File: src/rtl/t_from_d_counter.sv
// t_from_d_counter: WIDTH-stage T flip-flop counter built from D flops.
// Every stage samples D = t ^ Q on the common clock; the toggle terms form
// a carry/borrow chain, so there is no ripple clocking anywhere.
// Adds up/down direction, synchronous parallel load, a registered terminal
// count flag and a registered mask of the stages that toggled.
module t_from_d_counter #(
    parameter int unsigned WIDTH = 4
) (
    input  logic             clk,
    input  logic             rst,
    input  logic             T,
    input  logic             up,
    input  logic             load,
    input  logic [WIDTH-1:0] load_val,
    output logic [WIDTH-1:0] Q,
    output logic [WIDTH-1:0] Q_bar,
    output logic             tc,
    output logic [WIDTH-1:0] tog
);

    logic [WIDTH-1:0] q_q;
    logic [WIDTH-1:0] q_d;
    logic [WIDTH-1:0] tog_q;
    logic [WIDTH-1:0] tog_d;
    logic             tc_q;
    logic             tc_d;
    logic [WIDTH-1:0] t_vec;
    logic             run;

    // Toggle terms: stage i toggles when T is high and all lower stages are
    // ones (counting up) or zeros (counting down).
    always_comb begin
        t_vec = '0;
        run   = T;
        for (int unsigned i = 0; i < WIDTH; i++) begin
            t_vec[i] = run;
            run      = run & (up ? q_q[i] : ~q_q[i]);
        end
    end

    // Next state: load wins over toggling; with T low t_vec is zero, which
    // holds Q and clears the toggle mask. tc looks at the value Q is about
    // to take, using the direction sampled on this same edge.
    always_comb begin
        q_d   = q_q ^ t_vec;
        tog_d = t_vec;
        if (load) begin
            q_d   = load_val;
            tog_d = q_q ^ load_val;
        end
        tc_d = up ? (&q_d) : ~(|q_d);
    end

    // State registers with asynchronous active-low clear.
    always_ff @(posedge clk or negedge rst) begin
        if (!rst) begin
            q_q   <= '0;
            tog_q <= '0;
            tc_q  <= 1'b0;
        end else begin
            q_q   <= q_d;
            tog_q <= tog_d;
            tc_q  <= tc_d;
        end
    end

    assign Q     = q_q;
    assign Q_bar = ~q_q;
    assign tc    = tc_q;
    assign tog   = tog_q;

endmodule
File: config.mk
export PLATFORM = sky130hd
export DESIGN_NAME = t_from_d_counter
export DESIGN_NICKNAME = d
export VERILOG_FILES = /design/src/rtl/t_from_d_counter.sv
export SDC_FILE = /design/constraint.sdc
export NUM_CORES = 1
export LEC_CHECK = 0
export CAP_MARGIN = 30
export CORE_AREA = 2 2 39 41
export CTS_CLUSTER_DIAMETER = 30
export CTS_CLUSTER_SIZE = 16
export DETAILED_ROUTE_END_ITERATION = 8
export DIE_AREA = 0 0 41 43
export PLACE_DENSITY = 0.77
export SYNTH_ARGS = -nofsm -noshare
export SYNTH_HDL_FRONTEND = slang
export SYNTH_SLANG_ARGS = --single-unit
File: constraint.sdc
create_clock -name clk -period 2.3 [get_ports clk]
set_clock_uncertainty 0.1 [all_clocks]
set_input_delay 0.345 -clock clk [delete_from_list [all_inputs] [get_ports clk]]
set_output_delay 0.345 -clock clk [all_outputs]
set_load 0.1 [all_outputs]
==> flow_summary.ini <==
[pwr]
pwr_density_cell_mw_per_mm2 = 933
cellLeakagePower_nw = 0.339
irDropWorstVdd_uv = 338

[route]
postRouteAntennaNets = 0
wl_per_cell_um = 11.5
detailedRoute.firstIterationViolations = 8
route.detailed.vias_per_inst = 4.84
postRouteWirelength_um = 1070
route.detailed.drc = 0
drtPass1Iterations = 4
dr_vias = 450

[yosys]
post_synth_main_area_contributors = dfrtp_1 (46%), xnor2_1 (7.2%), mux2i_1 (6.2%), xor2_1 (5.4%), nand2_1 (4.6%)
syn_nets = 59
synth_top_cells_by_count = dfrtp_1 (9), nand2_1 (6), inv_1 (4), o21ai_0 (4), xnor2_1 (4)
synthCells = 50
syn_avg_cell_area_sq_um = 9.76
synth.top_cell.area_share = 0.462
synth_edf_count = 0
post-synth-top-count-cell = dfrtp_1
synth-main-ff-cell = dfrtp_1
synth_warnings = 0
synthDominantAreaCellType = dfrtp_1
yosysUniqueCellTypes = 20
ffs_latches_synth = 9
async_reset_ff_frac = 1.00
synth_area_sq_um = 488
synth_seq_area_share = 0.462

[grt]
grt_start_max_net_pins = 15
grt-busiest-layer = met2
overflow = 0
grt_util_all_layers = 0.153
number_of_global_route_vias_before_repair = 407
grt_antenna_before_repair = 0
grt_pass1_wl_um = 1660
grt_util_met1 = 0.163
grt.met2_usage = 0.216
grtUsageMet3 = 0.0314

[floorplan]
starting_utilization_of_the_core_area = 0.353
placeableCoreArea_sq_mm = 0.00138
design.die.area_sq_mm = 0.00176
die_width_um = 41
rows = 14
die_h_um = 43
floorplan.io_pins = 22

[cts]
ctsHtreeMaxLevel = 1
cts_setup_buffers = 0
cts.hold.buffers_added = 0
cts_resized = 0
root_buffer = clkbuf_4
tritoncts = yes
number_of_sinks_handled_by_clock_tree_synthesis = 9
clock_insertion_delay_worst_skew_ps = 260
path_clk_slew_ps = 60
cts_inserted_buffers = 3
ctsLongestPathBuffers = 2

[place]
hpwl_um = 821
preCtsSetupSlack_ps = 54.6
place.gp.congestion = 0.822
port-buffer-count = 21

[worst_setup_path]
timing.critical_path.from = Q[1]
timing.critical_path.required_ps = 2390
cp-end-kind = flop
crit_fanout = 8
r2r_start = Q[1]
setup.worst_path.start_class = flop
worst-endpoint-arrival_ps = 2110
rr_endpoint = tc
worst-r2r-setup-slack_ps = 280
ff2ff_path_depth = 5
worstSetupPathType = flop to flop

[sta]
time_the_final_worst_path_needs_with_i_o_delays_and_setup_ps = 2020
final_max_tran_viols = 0
fin_ws_ps = 275
hold_viol_final = 0
worst-slew-pin-transition_ps = 381
fin_tns_setup_ps = 0
post-route-period-util = 0.880
timing.final.setup_violations = 0
unrepaired_setup_endpoints_after_global_routing = false
slew-limit-headroom = 0.745
max_freq_mhz = 494

[run]
drv.max_cap_violation_count = 0

[finish]
antenna-diode-count = 0
drive_above_1_share = 0.390
finish.net_count = 87
area_growth_syn_to_layout_pct = 51.5

[status]
status = finished clean

[min_path]
hold_path.class = input port to async pin
[sequential cells by signal, indices dropped and copies added (netlist names)]
signal / flops
Q: 4
tc: 1
tog: 4
[cell type report]
cell class,instances,area [sq um]
multi-input combinational,35,233
sequential,9,229
clock inverter,1,5.00
clock buffer,3,22.5
fill,140,644
tap,16,20.0
inverter,4,22.5
timing repair buffer,25,208
[power breakdown]
part | internal (mW) | leakage (nW) | switching (mW) | total (mW)
registers | 0.180 | 0.107 | 0.0244 | 0.204
logic | 0.0867 | 0.214 | 0.277 | 0.364
clock network | 0.0642 | 0.0177 | 0.0573 | 0.121
[cell families (layout without fill, tap and decap cells)]
| group | Yosys count | count (layout) | share of synthesized area |
|---|---|---|---|
| AND/OR/NAND/NOR | 16 | 16 | 0.174 |
| AO/OA/AOI/OAI | 9 | 9 | 0.115 |
| flip-flops | 9 | 9 | 0.462 |
| XOR/XNOR | 7 | 7 | 0.126 |
| buffers and inverters | 6 | 33 | 0.0615 |
| multiplexers | 3 | 3 | 0.0615 |
[cells in the final DEF, fill, tap and decap left out, drive strengths merged, types with 3 or more instances in the layout]
cell           Yosys  routed
buf                1      17
clkbuf             1       3
a21oi              3       3
nand2              6       6
mux2i              3       3
clkdlybuf4s50      0       8
xnor2              4       4
dfrtp              9       9
xor2               3       3
o21ai              4       4
[per-layer routing]
layer,vias to the layer above,part of all wire
met5,-,0
met4,0,0.048
met3,4,0.055
met2,18,0.49
met1,204,0.41
li1,224,-
[worst max-delay path by stage]
stage          end  slack [ps]  cells past startpoint
3_5_place_dp    tc          50                      7
3_3_place_gp    tc         100                      6
5_1_grt         tc         190                      7
6_report        tc         280                      5
2_1_floorplan   tc         0.7                      6
4_1_cts         tc         280                      5
[per-stage QoR]
| stage | hold slack, ps | std cells | instance area, sq um | power (mW) | util |
|---|---|---|---|---|---|
| finish | 262 | 93 | 739 | 0.690 | 0.534 |
| global route | 303 | 93 | 739 | 0.719 | 0.534 |
| CTS | 274 | 93 | 739 | 0.697 | 0.534 |
| detailed placement | 563 | 89 | 712 | 0.572 | 0.514 |
| global placement | 560 | 89 | 712 | 0.569 | 0.514 |
| floorplan | -50.6 | 50 | 499 | 0.485 | - |
[critical path: stages, from the launching register on]
cell	delay, ps
dfrtp_2	470
or4_1	540
a21oi_2	190
mux2i_1	110
or4_1	400
mux2i_1	140
(Power assumes the default switching activity.)
